===== src/rtl/pc_sequencer.sv =====
// Next-PC controller: chooses the PC register's next address and write enable,
// and keeps the EPC/cause/EXL exception state and two performance counters.
module pc_sequencer #(
  parameter logic [31:0] RESET_PC   = 32'h0000_0000,
  parameter logic [31:0] EXC_VECTOR = 32'h0000_0004,
  parameter int          CNT_W      = 32
) (
  input  logic             pc_clk,
  input  logic             reset,
  input  logic [31:0]      pc,
  input  logic [31:0]      npc,
  input  logic             branch_taken,
  input  logic [31:0]      branch_off,
  input  logic             jump,
  input  logic [25:0]      jidx,
  input  logic             jr,
  input  logic [31:0]      rs_val,
  input  logic             stall_req,
  input  logic             exc_req,
  input  logic [4:0]       exc_cause,
  input  logic             eret,
  output logic [31:0]      mux1out,
  output logic             pc_we,
  output logic [31:0]      epc,
  output logic [31:0]      cause,
  output logic             exl,
  output logic             exc_ack,
  output logic             exc_lost,
  output logic [CNT_W-1:0] instr_cnt,
  output logic [CNT_W-1:0] stall_cnt
);

  typedef enum logic [1:0] {
    BOOT  = 2'd0,
    RUN   = 2'd1,
    STALL = 2'd2
  } state_e;

  localparam logic [CNT_W-1:0] CNT_ONE = {{(CNT_W-1){1'b0}}, 1'b1};

  state_e           state_q, state_d;
  logic [31:0]      epc_q, epc_d;
  logic [4:0]       cause_q, cause_d;
  logic             exl_q, exl_d;
  logic             lost_q, lost_d;
  logic [CNT_W-1:0] instr_cnt_q, stall_cnt_q;
  logic [31:0]      flow_pc;

  // Ordinary control flow, used both from RUN and when a stall releases.
  function automatic logic [31:0] flow_target(
    input logic        jr_f,
    input logic [31:0] rs_f,
    input logic        jump_f,
    input logic [31:0] pc_f,
    input logic [25:0] jidx_f,
    input logic        br_f,
    input logic [31:0] npc_f,
    input logic [31:0] off_f
  );
    if (jr_f)
      return rs_f;
    else if (jump_f)
      return {pc_f[31:28], jidx_f, 2'b00};
    else if (br_f)
      return npc_f + off_f;
    else
      return npc_f;
  endfunction

  assign flow_pc = flow_target(jr, rs_val, jump, pc, jidx, branch_taken, npc, branch_off);

  always_comb begin
    state_d = state_q;
    mux1out = npc;
    pc_we   = 1'b1;
    exc_ack = 1'b0;
    epc_d   = epc_q;
    cause_d = cause_q;
    exl_d   = exl_q;
    lost_d  = lost_q;
    case (state_q)
      BOOT: begin
        mux1out = RESET_PC;
        state_d = RUN;
      end
      STALL: begin
        // Exceptions and eret are not sampled while the held instruction waits.
        if (stall_req) begin
          mux1out = pc;
          pc_we   = 1'b0;
        end else begin
          mux1out = flow_pc;
          state_d = RUN;
        end
      end
      RUN: begin
        if (exc_req && !exl_q) begin
          mux1out = EXC_VECTOR;
          exc_ack = 1'b1;
          epc_d   = pc;
          cause_d = exc_cause;
          exl_d   = 1'b1;
        end else begin
          if (exc_req)
            lost_d = 1'b1;
          if (eret) begin
            mux1out = epc_q;
            exl_d   = 1'b0;
          end else if (stall_req) begin
            mux1out = pc;
            pc_we   = 1'b0;
            state_d = STALL;
          end else begin
            mux1out = flow_pc;
          end
        end
      end
      default: begin
        mux1out = RESET_PC;
        state_d = RUN;
      end
    endcase
  end

  always_ff @(posedge pc_clk) begin
    if (reset) begin
      state_q     <= BOOT;
      epc_q       <= '0;
      cause_q     <= '0;
      exl_q       <= 1'b0;
      lost_q      <= 1'b0;
      instr_cnt_q <= '0;
      stall_cnt_q <= '0;
    end else begin
      state_q <= state_d;
      epc_q   <= epc_d;
      cause_q <= cause_d;
      exl_q   <= exl_d;
      lost_q  <= lost_d;
      if (pc_we)
        instr_cnt_q <= instr_cnt_q + CNT_ONE;
      else
        stall_cnt_q <= stall_cnt_q + CNT_ONE;
    end
  end

  assign epc       = epc_q;
  assign cause     = {25'd0, cause_q, 2'b00};
  assign exl       = exl_q;
  assign exc_lost  = lost_q;
  assign instr_cnt = instr_cnt_q;
  assign stall_cnt = stall_cnt_q;

endmodule


===== config.mk =====
export PLATFORM = sky130hd
export DESIGN_NAME = pc_sequencer
export DESIGN_NICKNAME = d
export VERILOG_FILES = /design/src/rtl/pc_sequencer.sv
export SDC_FILE = /design/constraint.sdc
export NUM_CORES = 1
export LEC_CHECK = 0
export CAP_MARGIN = 20
export CORE_ASPECT_RATIO = 1.5
export CORE_UTILIZATION = 44
export DETAILED_ROUTE_END_ITERATION = 6
export GPL_TIMING_DRIVEN = 0
export PLACE_DENSITY = 0.83
export SLEW_MARGIN = 20
export SYNTH_ARGS = -nofsm -noshare
export SYNTH_HDL_FRONTEND = slang
export SYNTH_SLANG_ARGS = --single-unit

===== constraint.sdc =====
create_clock -name pc_clk -period 4.7 [get_ports pc_clk]
set_input_delay 0.94 -clock pc_clk [delete_from_list [all_inputs] [get_ports pc_clk]]
set_output_delay 0.94 -clock pc_clk [all_outputs]
set_load 0.01 [all_outputs]

==> flow_summary.json, run 1 <==
{
  "status": "completed",
  "critPathLaunch": "branch_off[0]",
  "drt_iter0_drc": 720,
  "synthXorXnorAreaFrac_pct": 8.64,
  "drtAntennaViolNets": 0,
  "initial_core_util_pct": 45.4,
  "skew_ps": 9.14,
  "final_common_cell": "clkdlybuf4s50_1",
  "synth_area_um2": 7700,
  "antenna_found_initial": 1,
  "slowest_stage": "a2111oi_4",
  "core_area_um2": 17000,
  "worstSetupPathType": "primary input to output port",
  "fin_hold_ws_ps": 465,
  "cts.sinks": 105,
  "grt_pass1_vias": 9006,
  "timing.final.crit_share_pct": 99.6,
  "start_kind": "primary input",
  "drcViolationCount": 0,
  "syn_avg_cell_area_um2": 7.42,
  "cp-endpoint": "mux1out[26]",
  "hp-class": "flop to flop",
  "fmax_mhz": 214,
  "synthAdderAreaFrac_pct": 5.95,
  "crit_cells": 15,
  "min_path_cells": 2,
  "wl_mm": 34.4,
  "seq_area_um2": 2100,
  "rows": 58,
  "cts_tree": "done",
  "wl_per_cell_um": 21.4,
  "synth_compound_area_share_pct": 26.0,
  "hold_buffers": 0,
  "cts_buffers": 9,
  "cts_max_level": 3,
  "critPathMaxStageDelay_ps": 410,
  "pwr_density_cell_nw_per_um2": 254,
  "ys_warn_count": 0,
  "boundaryPins": 331,
  "yosys.area_share.simple_pct": 22.6,
  "p_leak_uw": 0.00469,
  "arrival_ps": 3740,
  "yosysSeqAreaShare_pct": 27.3,
  "finalCriticalPeriod_ps": 4680,
  "synthArstFlopShare_pct": 0,
  "endpoint_kind": "output port",
  "ir_drop_mv": 0.295,
  "r2r_slack_ps": 1610,
  "synth_top_family_by_area": "compound AO/OA/AOI/OAI gates",
  "r2r_end": "instr_cnt[31]$_SDFFE_PP0P_",
  "layout_common_cells": "clkdlybuf4s50_1 (242), nand2_1 (166), dfxtp_1 (105), nor2_1 (102), a21oi_1 (97)",
  "drv_slew": 0,
  "path_cells": "buf_6 > ha_4 > inv_2 > fa_2 > nand2b_4 > a21o_1 > a2111oi_4 > nor4_4 > o21ai_2 > buf_4 > a21boi_2 > xor2_1 > a311o_1 > a21oi_2 > buf_2",
  "area_growth_pct": 54.5,
  "hold_violations": 0,
  "routed_via_density": 5.84,
  "reg2reg_from": "state_q[0]$_SDFFE_PP0P_",
  "cts.reportedPaths.clkPinSlew_ps": 70,
  "cp.buffers_inverters": 4,
  "setup-violations-final": 0,
  "grt_usage_pct": 37.0,
  "num-nets-final": 1600,
  "grt_pass1_wl_mm": 50.1,
  "fp.dieArea_um2": 18000,
  "synth_edf_count": 0,
  "fin_util_pct": 70.1,
  "die_y_um": 164,
  "synth_cell_types": 82,
  "dpl_cell_area_um2": 11100,
  "die_x_um": 110,
  "cts_buffer_depth": 2,
  "pre_cts_ws_ps": -1180,
  "drive_gt1_share_pct": 13.8,
  "multi_input_area_um2": 5670,
  "vias": 9407,
  "antenna_cells": 0,
  "rsz0062_at_grt": "yes",
  "postSynthRegisterBits": 105,
  "clockRootBuffer": "clkbuf_16",
  "fin_ws_ps": 17.4,
  "fin_area_um2": 11900,
  "synthMuxAreaShare_pct": 2.39,
  "hpwl_mm": 27.3,
  "grt_max_degree": 18,
  "r2r_cells": 12,
  "synthFlopType": "dfxtp_1",
  "globalplace.congestion": 1.02,
  "clk_latency_ps": 340,
  "netlist_instances": 1038,
  "slew-limit-headroom_pct": 43.5,
  "place.port_buffers": 299,
  "crit_family": "compound AO/OA/AOI/OAI gates",
  "worst-endpoint-required_ps": 3760,
  "dr.pass1.iters": 5,
  "tightest_slew_ps": 844,
  "maxCapViolCount": 0,
  "fill_cells": 1475,
  "overflow": 0,
  "critPathMaxFanout": 4
}
metal layers:
layer  share of wire [%]  global-route usage [%]  wire, um  vias up
li1                    -                       -         -     4362
met1                  35                    39.9     12100     4309
met2                  48                    63.4     16400      583
met3                  11                    9.37      3720      151
met4                 6.6                    23.5      2260        2
met5               0.038                       0        13        -
tightest hold or removal path, stage by stage, from the launching register on:
cell	delay (ps)
dfxtp_1	320
nand2_1	50
a21oi_1	50
flip-flops by register name (all words and copies together) (netlist names):
| register | cells |
|---|---|
| cause_q | 5 |
| epc | 32 |
| exl | 1 |
| state_q | 2 |
| exc_lost | 1 |
| instr_cnt | 32 |
| stall_cnt | 32 |
area by class of cell:
cell class | count | area share, %
Clock inverter | 6 | 0.368
Buffer | 84 | 3.98
Multi-Input combinational cell | 854 | 47.6
Sequential cell | 105 | 17.7
Timing Repair Buffer | 324 | 25.5
Inverter | 19 | 0.599
Tap cell | 210 | 2.21
Clock buffer | 10 | 2.01
Yosys cell counts, types with 18 or more instances:
cell type  number  area, um2
a21o_1         18        135
a21oi_1       106        531
and3_1         19        119
buf_4          30        225
clkbuf_1       43        161
dfxtp_1       105       2100
ha_1           35        438
inv_1          19       71.3
nand2_1       168        631
nand3_1        26        130
nor2_1        102        383
o21ai_0        64        320
xnor2_1        27        236
xor2_1         49        429
logic make-up (layout without fill, tap and decap cells):
logic type	count (synthesis)	count (layout)
and+or+nand+nor	387	387
DFF	105	105
other	1	27
xor gates and xnor gates	76	76
muxes	18	18
buffers and inverters	105	443
adders and majority gates	36	36
AOI/OAI and AO/OA	310	310
worst min-delay path by stage:
stage                                  startpoint                       to  slack, ps
after global placement    cause_q[3]$_SDFFE_PP0P_  cause_q[3]$_SDFFE_PP0P_        440
after global routing      cause_q[1]$_SDFFE_PP0P_  cause_q[1]$_SDFFE_PP0P_        490
final                     cause_q[0]$_SDFFE_PP0P_  cause_q[0]$_SDFFE_PP0P_        460
after CTS                 cause_q[4]$_SDFFE_PP0P_  cause_q[4]$_SDFFE_PP0P_        460
after detailed placement  cause_q[4]$_SDFFE_PP0P_  cause_q[4]$_SDFFE_PP0P_        450
after floorplan           state_q[1]$_SDFFE_PP0P_  state_q[1]$_SDFFE_PP0P_        450
repair_timing:
action                                  in CTS  in global routing
buffers inserted                            16                  9
gates resized for setup                    161                 85
pin swaps                                   44                 36
endpoints found under the setup margin      29                 26
power by group:
part	total, uW	switching [uW]	internal, uW
Combinational	1310	722	585
Clock	712	337	375
Sequential	1000	57.5	945
Total	3020	1120	1900
per-stage QoR:
| stage | instances | setup TNS (ps) | total power, uW |
|---|---|---|---|
| floorplan | 1064 | 0 | 1640 |
| global placement | 1573 | -18450 | 2190 |
| detailed placement | 1573 | -18220 | 2200 |
| CTS | 1604 | 0 | 2960 |
| global route | 1612 | -273 | 3150 |
| finish | 1612 | 0 | 3020 |
No activity file was read; power rests on OpenSTA's default activity.
==> run 2, diff against run 1 <==
--- a/config.mk
+++ b/config.mk
@@ -7,10 +7,10 @@
 export LEC_CHECK = 0
 export CAP_MARGIN = 20
 export CORE_ASPECT_RATIO = 1.5
-export CORE_UTILIZATION = 44
+export CORE_UTILIZATION = 45
 export DETAILED_ROUTE_END_ITERATION = 6
+export DONT_BUFFER_PORTS = 1
 export GPL_TIMING_DRIVEN = 0
-export PLACE_DENSITY = 0.83
 export SLEW_MARGIN = 20
 export SYNTH_ARGS = -nofsm -noshare
 export SYNTH_HDL_FRONTEND = slang
==> run 2 against run 1 <==
Global-route usage down 4.7 points. First-iteration DRC count is 14% lower. Combinational power shrank 34%. Non-clock buffer count fell by 318. Sequential power grew 4%. Clock skew is 1.0 ps higher. Via count shrank 17%. Count of clock-buffer cells in the layout is the same. Clock power up 9.8%. Largest power group is now sequential cells. Highest routed layer unchanged.
==> flow_summary.json, run 2 (synthesis results as in run 1) <==
{
  "status": "completed",
  "grt_usage_pct": 32.3,
  "grt_pass1_vias": 7458,
  "critPathMaxFanout": 3,
  "clockRootBuffer": "clkbuf_16",
  "critPathLaunch": "npc[0]",
  "critPathMaxStageDelay_ps": 470,
  "rows": 58,
  "finalCriticalPeriod_ps": 4670,
  "wl_per_cell_um": 22.7,
  "cts_buffers": 9,
  "core_area_um2": 16800,
  "fmax_mhz": 214,
  "grt_pass1_wl_mm": 43.0,
  "hpwl_mm": 24.0,
  "hp-start": "state_q[1]$_SDFFE_PP0P_",
  "drv_slew": 0,
  "timing.final.crit_share_pct": 99.3,
  "layout_common_cells": "nand2_1 (168), dfxtp_1 (105), a21oi_1 (104), nor2_1 (102), o21ai_0 (62)",
  "clk_latency_ps": 340,
  "worstSetupPathType": "primary input to output port",
  "dr.pass1.iters": 5,
  "wl_mm": 29.4,
  "arrival_ps": 3730,
  "routed_via_density": 6.01,
  "boundaryPins": 331,
  "initial_core_util_pct": 45.9,
  "reg2reg_from": "state_q[0]$_SDFFE_PP0P_",
  "final_common_cell": "nand2_1",
  "slew-limit-headroom_pct": 46.6,
  "fin_ws_ps": 33.3,
  "fin_area_um2": 8540,
  "drive_gt1_share_pct": 8.58,
  "cts_tree": "done",
  "cts_max_level": 3,
  "worst-endpoint-required_ps": 3760,
  "pre_cts_ws_ps": -415,
  "cts.reportedPaths.clkPinSlew_ps": 70,
  "maxCapViolCount": 0,
  "hold_buffers": 0,
  "place.port_buffers": 0,
  "path_cells": "ha_4 > inv_1 > fa_2 > nand2b_4 > a21o_1 > a2111oi_4 > buf_4 > nor4_4 > o21ba_2 > xnor2_1 > o2111a_1 > a2111oi_2 > o21ai_2",
  "cts.sinks": 105,
  "cts_buffer_depth": 2,
  "vias": 7785,
  "area_growth_pct": 10.8,
  "setup-violations-final": 0,
  "skew_ps": 10.2,
  "slowest_stage": "a2111oi_2",
  "tightest_slew_ps": 798,
  "hold_violations": 0,
  "die_x_um": 109,
  "drcViolationCount": 0,
  "pwr_density_cell_nw_per_um2": 314,
  "hp-class": "flop to flop",
  "antenna_found_initial": 3,
  "drtAntennaViolNets": 0,
  "globalplace.congestion": 0.970,
  "endpoint_kind": "output port",
  "start_kind": "primary input",
  "num-nets-final": 1282,
  "die_y_um": 162,
  "grt_max_degree": 19,
  "dpl_cell_area_um2": 8060,
  "fp.dieArea_um2": 17700,
  "drt_iter0_drc": 619,
  "p_leak_uw": 0.00327,
  "overflow": 0,
  "ir_drop_mv": 0.256
}
## run 2: cell types whose count changed in the layout (fill, tap and decap cells not counted), sizes merged
cell           previous run  this run
buf                      80        44
bufinv                    0         1
clkbuf                   71        56
clkdlybuf4s15             1         0
clkdlybuf4s50           242         0
clkinv                    5         0
clkinvlp                  1         2
diode                     0         2
dlygate4sd2              14         0
dlymetal6s2s             10         0
inv                      19        22
## run 2: final cells by class
cell class	instances	area, um2
Fill cell	1698	8230
Multi-Input combinational cell	854	5280
Sequential cell	105	2100
Buffer	86	473
Tap cell	210	263
Clock buffer	10	239
Clock inverter	6	71.3
Inverter	19	71.3
Timing Repair Buffer	4	30.0
Antenna cell	2	5.00
## run 2: critical path: cells and delay by family
family	cells	cell delay, ps
buffers and inverters	2	250
xor gates and xnor gates	1	130
and+or+nand+nor	2	200
AOI/OAI and AO/OA	6	1720
adders and majority gates	2	490
## run 2: what timing repair did
item	4_1_cts	5_1_grt
setup buffers	0	4
resized for setup	9	14
cloned	0	0
endpoints found under the setup margin	9	10
pin swaps	0	10
## run 2: metrics by stage
step	instances	util [%]	hold WS (ps)	total power (uW)	TNS [ps]
after floorplan	1064	-	453	1640	0
after detailed placement	1274	48.1	469	1880	-1470
after global routing	1296	50.9	505	2810	-15.5
after global placement	1274	48.1	466	1870	-1510
after CTS	1290	50.2	478	2670	0
final	1296	50.9	482	2680	0
## run 2: final timing paths
path	end	slack (ps)	cells past startpoint
worst max-delay path	mux1out[20]	30	13
worst min-delay path	state_q[1]$_SDFFE_PP0P_	480	2
worst max register to register	instr_cnt[29]$_SDFFE_PP0P_	1590	12
worst min register to register	state_q[1]$_SDFFE_PP0P_	480	2
## run 2: power by group
group / internal, uW / switching (uW) / total (uW)
sequential: 944 / 91.6 / 1040
clock: 434 / 348 / 782
combinational: 297 / 563 / 860
## run 2: layer usage
layer  part of all wire, %  global-route usage, %
met3                    10                   10.3
met4                   5.3                   17.9
met1                    35                   32.5
met5                 0.031                      0
met2                    50                   57.7
==> run 3, diff against run 2 <==
==> constraint.sdc (replaced) <==
create_clock -name pc_clk -period 3.9 [get_ports pc_clk]
set_input_delay 0.78 -clock pc_clk [delete_from_list [all_inputs] [get_ports pc_clk]]
set_output_delay 0.78 -clock pc_clk [all_outputs]
set_load 0.01 [all_outputs]
==> run 3 against run 2 <==
Critical path type unchanged. Critical path depth down 3. Via count up 1.3%. Setup slack worse by 160 ps. Die area unchanged. The flow now finishes with violations (negative setup slack). Utilization up 2.6 points.
==> flow_summary.json, run 3 (synthesis results as in run 1) <==
{
  "cts_buffer_depth": 2,
  "grt_pass1_wl_mm": 43.5,
  "core_area_um2": 16800,
  "status": "finished with violations",
  "fin_hold_ws_ps": 482,
  "routed_via_density": 6.03,
  "grt_max_degree": 18,
  "pwr_density_cell_nw_per_um2": 368,
  "cp.buffers_inverters": 0,
  "cts.reportedPaths.clkPinSlew_ps": 70,
  "finalCriticalPeriod_ps": 4030,
  "die_y_um": 162,
  "seq_area_um2": 2100,
  "globalplace.congestion": 0.982,
  "num-nets-final": 1295,
  "drt_iter0_drc": 515,
  "cts_max_level": 3,
  "crit_family": "compound AO/OA/AOI/OAI gates",
  "pre_cts_ws_ps": -636,
  "grt_usage_pct": 32.9,
  "layoutNonFillerInstCount": 1307,
  "fmax_mhz": 248,
  "clk_latency_ps": 340,
  "wl_per_cell_um": 22.9,
  "hp-class": "flop to flop",
  "die_x_um": 109,
  "path_cells": "ha_4 > nand3_4 > or4_4 > o21ai_2 > a21oi_2 > a311oi_2 > nor2_1 > o311ai_2 > mux2i_1 > a41oi_2",
  "grt_pass1_vias": 7583,
  "hpwl_mm": 24.3,
  "area_growth_pct": 16.4,
  "wl_mm": 30.0,
  "fill_cells": 1687,
  "maxCapViolCount": 0,
  "antenna_found_initial": 0,
  "hold_violations": 0,
  "timing.final.crit_share_pct": 103,
  "cts.sinks": 105,
  "initial_core_util_pct": 45.9,
  "multi_input_area_um2": 5610,
  "violations": "negative setup slack",
  "place_inst": 1274,
  "endpoint_kind": "output port",
  "clockRootBuffer": "clkbuf_16",
  "total_power_uw": 3300,
  "drtAntennaViolNets": 0,
  "final_common_cell": "nand2_1",
  "critPathMaxStageDelay_ps": 550,
  "drv_slew": 0,
  "drive_gt1_share_pct": 13.9,
  "drcViolationCount": 0,
  "fin_area_um2": 8970,
  "fin_ws_ps": -130,
  "rows": 58,
  "hold_buffers": 0,
  "overflow": 0,
  "skew_ps": 8.84,
  "place.port_buffers": 0,
  "slowest_stage": "or4_4",
  "critPathMaxFanout": 5,
  "cts_tree": "done",
  "tightest_slew_ps": 851,
  "slew-limit-headroom_pct": 42.8,
  "start_kind": "primary input",
  "layout_common_cells": "nand2_1 (167), dfxtp_1 (105), nor2_1 (102), a21oi_1 (94), o21ai_0 (55)",
  "ir_drop_mv": 0.302,
  "p_leak_uw": 0.00339,
  "worstSetupPathType": "primary input to output port",
  "dpl_cell_area_um2": 8110,
  "antenna_cells": 0,
  "vias": 7886,
  "fp.dieArea_um2": 17700,
  "cts_buffers": 9,
  "rsz0062_at_grt": "yes",
  "dr.pass1.iters": 5,
  "worst-endpoint-required_ps": 3120,
  "boundaryPins": 331,
  "setup-violations-final": 10,
  "arrival_ps": 3250
}
## run 3: layout make-up
class                   count  share of cell area (%)
flip-flops and latches    105                    23.4
plain buffers              86                    5.36
inverters                  19                   0.795
well taps                 210                    2.93
repair buffers             17                    1.60
clock buffers              10                    2.55
clock inverters             6                   0.725
multi-input cells         854                    62.6
## run 3: stage by stage
step           utilization [%]  TNS [ps]
6_report                  53.5      -904
5_1_grt                   53.5     -1670
2_1_floorplan                -     -9.58
3_3_place_gp              48.4     -6380
4_1_cts                   52.0     -1120
3_5_place_dp              48.4     -5960
## run 3: routing by layer
layer / GRT usage [%] / wire [um] / up-vias
met5: 0 / 0 / -
met2: 59.4 / 15300 / 365
met3: 10.8 / 2730 / 103
met4: 19.0 / 1620 / 0
met1: 32.0 / 10300 / 3679
li1: - / - / 3739
## run 3: worst paths after layout
path                                 to  depth (start not counted)               startpoint  slack (ps)
max                         mux1out[31]                         10            branch_off[9]        -130
min             state_q[1]$_SDFFE_PP0P_                          2  state_q[1]$_SDFFE_PP0P_         480
max reg2reg  instr_cnt[31]$_SDFFE_PP0P_                         12  state_q[0]$_SDFFE_PP0P_         760
min reg2reg     state_q[1]$_SDFFE_PP0P_                          2  state_q[1]$_SDFFE_PP0P_         480
## run 3: worst reg2reg max path: stages, from the launching register on
cell and delay [ps]:
dfxtp_1 360, inv_1 50, ha_1 280, clkbuf_1 390
a21oi_1 140, nand2_1 200, nand4_1 320, or2_2 390
clkbuf_1 200, nor2_1 350, nand3_1 150, xor2_1 140
nor2_1 50
## run 3: power by group
| group | total (uW) | switching (uW) | leakage [uW] | internal, uW |
|---|---|---|---|---|
| logic | 1130 | 718 | 0.00240 | 413 |
| clock network | 916 | 415 | 0.000143 | 501 |
| registers | 1250 | 112 | 0.000849 | 1140 |
| total | 3300 | 1250 | 0.00339 | 2050 |
## run 3: what timing repair did
action / CTS / global route
endpoints found under the hold margin: 0 / 0
gates cloned: 0 / 0
setup buffers: 8 / 9
resized for setup: 45 / 41
setup endpoints to repair: 22 / 21
pin swaps: 27 / 28
